$ cat src/rtl/gpio_pkg.sv
// -----------------------------------------------------------------------------
// gpio_pkg
// Shared constants for the GPIO port family: synchroniser depth limits,
// default port width and the I/O-space register offsets used by the decoder.
// -----------------------------------------------------------------------------
package gpio_pkg;

    localparam int unsigned SYNC_STAGES_MIN    = 2;
    localparam int unsigned SYNC_STAGES_MAX    = 4;
    localparam int unsigned GPIO_WIDTH_DEFAULT = 8;

    // Register offsets within one port's I/O window
    typedef enum logic [2:0] {
        GPIO_OFS_PINX  = 3'd0,
        GPIO_OFS_DDRX  = 3'd1,
        GPIO_OFS_PORTX = 3'd2,
        GPIO_OFS_PCMSK = 3'd3,
        GPIO_OFS_PCICR = 3'd4,
        GPIO_OFS_PCIFR = 3'd5
    } gpio_reg_ofs_e;

    // Clamp a requested synchroniser depth into the supported range
    function automatic int unsigned gpio_clamp_stages(input int unsigned req);
        if (req < SYNC_STAGES_MIN)      return SYNC_STAGES_MIN;
        else if (req > SYNC_STAGES_MAX) return SYNC_STAGES_MAX;
        else                            return req;
    endfunction

endpackage

$ cat src/rtl/gpio_synchronizer.sv
// -----------------------------------------------------------------------------
// gpio_synchronizer
// Multi-bit flop chain bringing asynchronous pad levels into the clk domain.
// All stages reset to 0.
// Ports:
//   i_clk    in  1      clock
//   i_clr_n  in  1      asynchronous active-low reset
//   i_async  in  WIDTH  raw asynchronous input
//   o_sync   out WIDTH  last synchroniser stage
// -----------------------------------------------------------------------------
module gpio_synchronizer #(
    parameter int unsigned WIDTH       = 8,
    parameter int unsigned SYNC_STAGES = 2
) (
    input  logic             i_clk,
    input  logic             i_clr_n,
    input  logic [WIDTH-1:0] i_async,
    output logic [WIDTH-1:0] o_sync
);

    logic [WIDTH-1:0] r_stage [SYNC_STAGES];

    always_ff @(posedge i_clk or negedge i_clr_n) begin
        if (!i_clr_n) begin
            for (int unsigned i = 0; i < SYNC_STAGES; i++) begin
                r_stage[i] <= '0;
            end
        end else begin
            r_stage[0] <= i_async;
            for (int unsigned i = 1; i < SYNC_STAGES; i++) begin
                r_stage[i] <= r_stage[i-1];
            end
        end
    end

    assign o_sync = r_stage[SYNC_STAGES-1];

endmodule

$ cat src/rtl/gpio_port_pcint.sv
// -----------------------------------------------------------------------------
// gpio_port_pcint
// GPIO port: DDRx/PORTx/PINx registers, pad synchroniser, masked pin-change
// detection, sticky change flag and gated interrupt request.
// Optional feature macro: GPIO_PIN_TOGGLE_EN (PINx write toggles PORTx bits).
// Ports:
//   clk, clr_n            clock, asynchronous active-low reset
//   write_data            shared register write bus
//   DDRx/PORTx/PINx/PCMSK/PCIE_write_enable   register write strobes
//   pcif_clear            clear sticky pin-change flag
//   pad_in                raw pad levels
//   DDRx/PORTx/PINx/PCMSK_output, pcie, pcif, irq   register views / interrupt
// -----------------------------------------------------------------------------
module gpio_port_pcint
    import gpio_pkg::*;
#(
    parameter int unsigned       WIDTH        = GPIO_WIDTH_DEFAULT,
    parameter logic [WIDTH-1:0]  DDRX_DEFAULT = '0,
    parameter int unsigned       SYNC_STAGES  = 2
) (
    input  logic             clk,
    input  logic             clr_n,
    input  logic [WIDTH-1:0] write_data,
    input  logic             DDRx_write_enable,
    input  logic             PORTx_write_enable,
    input  logic             PINx_write_enable,
    input  logic             PCMSK_write_enable,
    input  logic             PCIE_write_enable,
    input  logic             pcif_clear,
    input  logic [WIDTH-1:0] pad_in,
    output logic [WIDTH-1:0] DDRx_output,
    output logic [WIDTH-1:0] PORTx_output,
    output logic [WIDTH-1:0] PINx_output,
    output logic [WIDTH-1:0] PCMSK_output,
    output logic             pcie,
    output logic             pcif,
    output logic             irq
);

    localparam int unsigned STAGES = gpio_clamp_stages(SYNC_STAGES);

    logic [WIDTH-1:0] r_ddr;
    logic [WIDTH-1:0] r_port;
    logic [WIDTH-1:0] r_pcmsk;
    logic [WIDTH-1:0] r_prev;
    logic             r_pcie;
    logic             r_pcif;
    logic [WIDTH-1:0] w_sync_q;
    logic [WIDTH-1:0] w_chg;

    gpio_synchronizer #(
        .WIDTH       (WIDTH),
        .SYNC_STAGES (STAGES)
    ) u_sync (
        .i_clk   (clk),
        .i_clr_n (clr_n),
        .i_async (pad_in),
        .o_sync  (w_sync_q)
    );

`ifndef GPIO_PIN_TOGGLE_EN
    logic w_unused_pin_we;
    assign w_unused_pin_we = PINx_write_enable;
`endif

    // Output bits never contribute to change detection
    assign w_chg = (w_sync_q ^ r_prev) & r_pcmsk & ~r_ddr;

    always_ff @(posedge clk or negedge clr_n) begin
        if (!clr_n) begin
            r_ddr   <= DDRX_DEFAULT;
            r_port  <= '0;
            r_pcmsk <= '0;
            r_prev  <= '0;
            r_pcie  <= 1'b0;
            r_pcif  <= 1'b0;
        end else begin
            if (DDRx_write_enable)  r_ddr   <= write_data;
            if (PCMSK_write_enable) r_pcmsk <= write_data;
            if (PCIE_write_enable)  r_pcie  <= write_data[0];

            // r_ddr here is the pre-edge value, even when DDRx is written this edge
            if (PORTx_write_enable) begin
                r_port <= write_data & r_ddr;
`ifdef GPIO_PIN_TOGGLE_EN
            end else if (PINx_write_enable) begin
                r_port <= r_port ^ (write_data & r_ddr);
`endif
            end

            r_prev <= w_sync_q;

            // A new change on the clearing edge wins so no event is lost
            if (|w_chg)          r_pcif <= 1'b1;
            else if (pcif_clear) r_pcif <= 1'b0;
        end
    end

    assign DDRx_output  = r_ddr;
    assign PORTx_output = r_port;
    assign PINx_output  = w_sync_q & ~r_ddr;
    assign PCMSK_output = r_pcmsk;
    assign pcie         = r_pcie;
    assign pcif         = r_pcif;
    assign irq          = r_pcif & r_pcie;

endmodule

$ cat config.mk
export PLATFORM = sky130hd
export DESIGN_NAME = gpio_port_pcint
export DESIGN_NICKNAME = d
export VERILOG_FILES = /design/src/rtl/gpio_pkg.sv /design/src/rtl/gpio_synchronizer.sv /design/src/rtl/gpio_port_pcint.sv
export SDC_FILE = /design/constraint.sdc
export NUM_CORES = 1
export LEC_CHECK = 0
export ABC_AREA = 1
export ABC_CLOCK_PERIOD_IN_PS = 2800
export BUFFER_PORTS_ARGS = -buffer_cell sky130_fd_sc_hd__buf_2
export CORE_ASPECT_RATIO = 0.7
export CORE_MARGIN = 10
export CORE_UTILIZATION = 54
export CTS_BUF_LIST = sky130_fd_sc_hd__clkbuf_8 sky130_fd_sc_hd__clkbuf_16
export DETAILED_ROUTE_END_ITERATION = 6
export PLACE_DENSITY_LB_ADDON = 0.25
export SLEW_MARGIN = 5
export SYNTH_ARGS = -nofsm -noshare
export SYNTH_HDL_FRONTEND = slang
export SYNTH_HIERARCHICAL = 1
export SYNTH_SLANG_ARGS = --single-unit
$ cat constraint.sdc
create_clock -name clk -period 2.8 [get_ports clk]
set_input_delay 0.42 -clock clk [delete_from_list [all_inputs] [get_ports clk]]
set_output_delay 0.42 -clock clk [all_outputs]
set_load 0.02 [all_outputs]
# Word level (Yosys, flattened, before mapping)
# Index checks and enable logic that the tools add are counted.
dict set report word_totals {
  out_inout_bits 35
  ff_bits 50
  in_bits 24
  word_cells 19
}
dict set report classes {
  n_bitwise 7
  n_reduce_logical 2
  n_mux 2
}
# operator count
set ops {}
lappend ops {{AND 8 bit} 4}
lappend ops {{inverter 8 bit} 1}
lappend ops {{OR reduction 8 bit} 1}
lappend ops {{XOR 8 bit} 1}
lappend ops {{two-way mux 1 bit} 2}
lappend ops {{nonzero test 2 bit} 1}
lappend ops {{AND 1 bit} 1}

# Logic depth before layout (Yosys ltp)
dict set report depth {
  ltp_word 5
  ltp_mapped 7
  depth_no_buf 6
}

# By module
# Netlist, hierarchy kept.
# mod area_per_inst_um2 seq_area_each_um2 instances cells_each
set modules_own_cells {}
lappend modules_own_cells {gpio_port_pcint 1480.2 850.8 1 159}
lappend modules_own_cells {gpio_synchronizer 460.4 400.4 1 24}

# Worst setup path before layout
# OpenSTA, ideal clock, no wires.
dict set report synth_path {
  path_type {reg2out}
  from {register r_ddr[5] (netlist: DDRx_output[5])}
  to {output port PINx_output[5]}
  n_path_buf 0
  t_arrival_ns 0.805
  required_time_ns 2.380
  slack_ns 1.575
  path_stages_with_launch 2
  path_cell_list {dfrtp_1 > nor2_1}
}
dict set report synth_between {
  elab_chain_cells 2
}
# item line_no
set synth_rtl {}
lappend synth_rtl {{start: declaration} gpio_port_pcint.sv:42} ;# logic [WIDTH-1:0] r_ddr;
lappend synth_rtl {{start signal: assignment} gpio_port_pcint.sv:78} ;# if (DDRx_write_enable) r_ddr <= write_data;
lappend synth_rtl {{inverter 8 bit} gpio_port_pcint.sv:101} ;# assign PINx_output = w_sync_q & ~r_ddr;
lappend synth_rtl {{AND 8 bit} gpio_port_pcint.sv:101}
lappend synth_rtl {{end: declaration} gpio_port_pcint.sv:33} ;# output logic [WIDTH-1:0] PINx_output,
# Every way passes these cells.

# Worst setup path after layout
dict set report layout_path {
  from {register r_ddr[1] (netlist: DDRx_output[1])}
  to {output port PINx_output[1]}
}
# The elaborated chain is that of the path after synthesis.

==> results_dict.tcl <==
set metrics [dict create \
    outcome "finished clean" \
    cts_sinks 50 \
    clk_path_buf_depth 2 \
    remaining_drc_errors 0 \
    hold_buffers 0 \
    num_vias 1337 \
    synth_cells 183 \
    ys_types 14 \
    p_sw_uw 391 \
    max_slew.worst_pin.slew_ps 512 \
    power.share.switching_pct 27.6 \
    fin_cells 287 \
    cts_root_buf "clkbuf_8" \
    met3_usage_pct 5.23 \
    synthTopCellsByCount "50 x dfrtp_1, 34 x inv_1, 29 x nand2_1" \
    grt.total_usage_pct 12.4 \
    worst-path-buf-inv 1 \
    path_cells "nor2_1 > buf_2" \
    synth-seq-cells 50 \
    final_antenna_net_count 0 \
    synthToLayoutAreaGrowth_pct 17.7 \
    routedWlPerCell_um 13.4 \
    clockPowerShare_pct 26.1 \
    fillers 285 \
    yosysMostFrequentCell "dfrtp_1" \
    numCtsBuffers 5 \
    crit_path_top_delay_cell "dfrtp_1" \
    use_met1_pct 14.6 \
    grt_overflow 0 \
    cp-end-kind "primary output" \
    placedCellCount 280 \
    postSynthAreaPerCell_sq_um 10.6 \
    grt.met2_usage_pct 19.7 \
    seq_area_frac_synth_pct 64.5 \
    seq_power_share_pct 57.4 \
    reg2reg_setup_slack_ps 1810 \
    reg2regPathDepth 6 \
    post-dp-hpwl_um 2960 \
    p_comb_share_pct 16.4 \
    grt_max_degree 27 \
    netlist.area_leader.share_pct 64.5 \
    p_leak_nw 1.25 \
    path_max_fanout 5 \
    p_int_mw 1.02 \
    crit_arrival_ps 1010 \
    grt_pass1_wl_um 6450 \
    r2r-end "pcif$_DFFE_PN0P_" \
    critPathRequiredTime_ps 2380 \
    crit_path_start_kind "flip-flop" \
    synth_async_sr_flop_share_pct 100 \
    finalSetupViolCount 0 \
    core_area_sq_um 3490 \
    multi_input_area_sq_um 474 \
    timing.final.crit_share_pct 51.0 \
    io_buffers 57 \
    max_clock_freq_mhz 701 \
    ir_drop_uv 405 \
    seq_area_sq_um 1250 \
    drive_gt1_share_pct 32.1 \
    io_pins 59 \
    final.setup.tns_ps 0 \
    grt_pass1_vias 1366 \
    avgViaCountPerCell 4.66 \
    netlist_area_sq_um 1940 \
    yosys.area.top_type "dfrtp_1" \
    critPathTopFamily "flip-flops" \
    power_density_nw_per_um2 620 \
    die-area_sq_um 6430 \
    clk_latency_ps 290 \
    chipWidth_um 91.7 \
    firstDrtPassIters 4 \
    fin_skew_ps 2.80 \
    worst-setup-path-type "reg2out" \
    die_h_um 70.2 \
    synthesis.nets 207 \
    cap_viol_max_count 0 \
    drt_iter0_markers 21 \
    cts_setup_buffers 0 \
    gp_congestion 0.750 \
    hp-class "in2async" \
    ys_top_cells_by_area "dfrtp_1 64%, inv_1 6.6%, nand2_1 5.6%" \
    clock_tree.htree_level_count 2 \
    min_period_ps 1430 \
    slew_headroom_pct 65.9 \
    synth-edff-count 0 \
    row_count 18 \
    rsz0062_at_grt "no" \
    post-route-util_pct 65.4 \
    initial_core_util_pct 55.6 \
    slew_viol_final 0 \
    nets 261 \
    antenna_found_initial 0 \
    diodes 0 \
    wirelength_um 3830 \
    cts_repair_resize_count 0 \
    cts_tree "yes" \
    ys.flop_type "dfrtp_1" \
    max_stage_delay_ps 430 \
    timing.hold.ws_ps 91.5 \
    top_usage_layer "met2" \
    ys_warn_count 6 \
    finalHoldViolCount 0 \
    path_clk_slew_ps 80 \
    r2r-start "u_sync/o_sync[3]$_DFF_PN0_" \
]
-- power by group through the flow --
stage | combinational (mW) | clock (mW) | sequential [mW]
final | 0.233 | 0.370 | 0.813
after floorplan | 0.102 | 0 | 0.866
after global placement | 0.234 | 0 | 0.824
after global routing | 0.259 | 0.418 | 0.822
after detailed placement | 0.238 | 0 | 0.827
after CTS | 0.239 | 0.382 | 0.814
-- placed cells by master (no fill, tap or decap), drive strengths merged --
master,n
mux2,9
buf,58
nand2,29
inv,36
o21ai,16
dfrtp,50
clkbuf,5
nand4,2
nor2,17
nand3,15
-- cells by family after synthesis --
group	after synthesis	share of synthesized area [%]
flip-flops	50	64.5
AND/OR/NAND/NOR	63	13.9
multiplexers	9	6.00
buffers and inverters	45	11.1
AO/OA/AOI/OAI	16	4.51
-- worst max path at each step --
| stage | from | slack, ps | cells past startpoint | endpoint |
|---|---|---|---|---|
| 6_report | DDRx_output[1]$_DFFE_PN0P_ | 1370 | 2 | PINx_output[1] |
| 5_1_grt | DDRx_output[6]$_DFFE_PN0P_ | 1270 | 2 | PINx_output[6] |
| 4_1_cts | DDRx_output[1]$_DFFE_PN0P_ | 1360 | 2 | PINx_output[1] |
| 3_5_place_dp | clr_n | 1610 | 2 | r_prev[7]$_DFF_PN0_ |
| 3_3_place_gp | clr_n | 1610 | 2 | u_sync/o_sync[3]$_DFF_PN0_ |
| 2_1_floorplan | DDRx_output[5]$_DFFE_PN0P_ | 1570 | 1 | PINx_output[5] |
-- flip-flops by register name, indices dropped and copies added (netlist names) --
| name | cells |
|---|---|
| PCMSK_output | 8 |
| pcif | 1 |
| pcie | 1 |
| PORTx_output | 8 |
| r_prev | 8 |
| u_sync/o_sync | 8 |
| u_sync/r_stage | 8 |
| DDRx_output | 8 |
-- layout make-up --
| type | instances | area share [%] |
|---|---|---|
| Sequential cell | 50 | 54.8 |
| Timing Repair Buffer | 58 | 12.8 |
| Multi-Input combinational cell | 88 | 20.8 |
| Tap cell | 50 | 2.74 |
| Inverter | 34 | 5.59 |
| Clock inverter | 2 | 0.329 |
| Clock buffer | 5 | 3.01 |
-- routing by layer --
layer  up-vias  part of all wire, %
li1        661                    -
met1       636                   44
met2        35                   47
met3         5                  7.3
met4         0                 0.99
met5         -                    0
-- per-stage QoR --
| stage | setup slack [ps] | total power [mW] | area [sq um] |
|---|---|---|---|
| 2_1_floorplan | 1570 | 0.967 | 1940 |
| 3_3_place_gp | 1610 | 1.06 | 2210 |
| 3_5_place_dp | 1610 | 1.07 | 2210 |
| 4_1_cts | 1360 | 1.43 | 2280 |
| 5_1_grt | 1270 | 1.50 | 2280 |
| 6_report | 1370 | 1.42 | 2280 |
(Power assumes the default switching activity.)
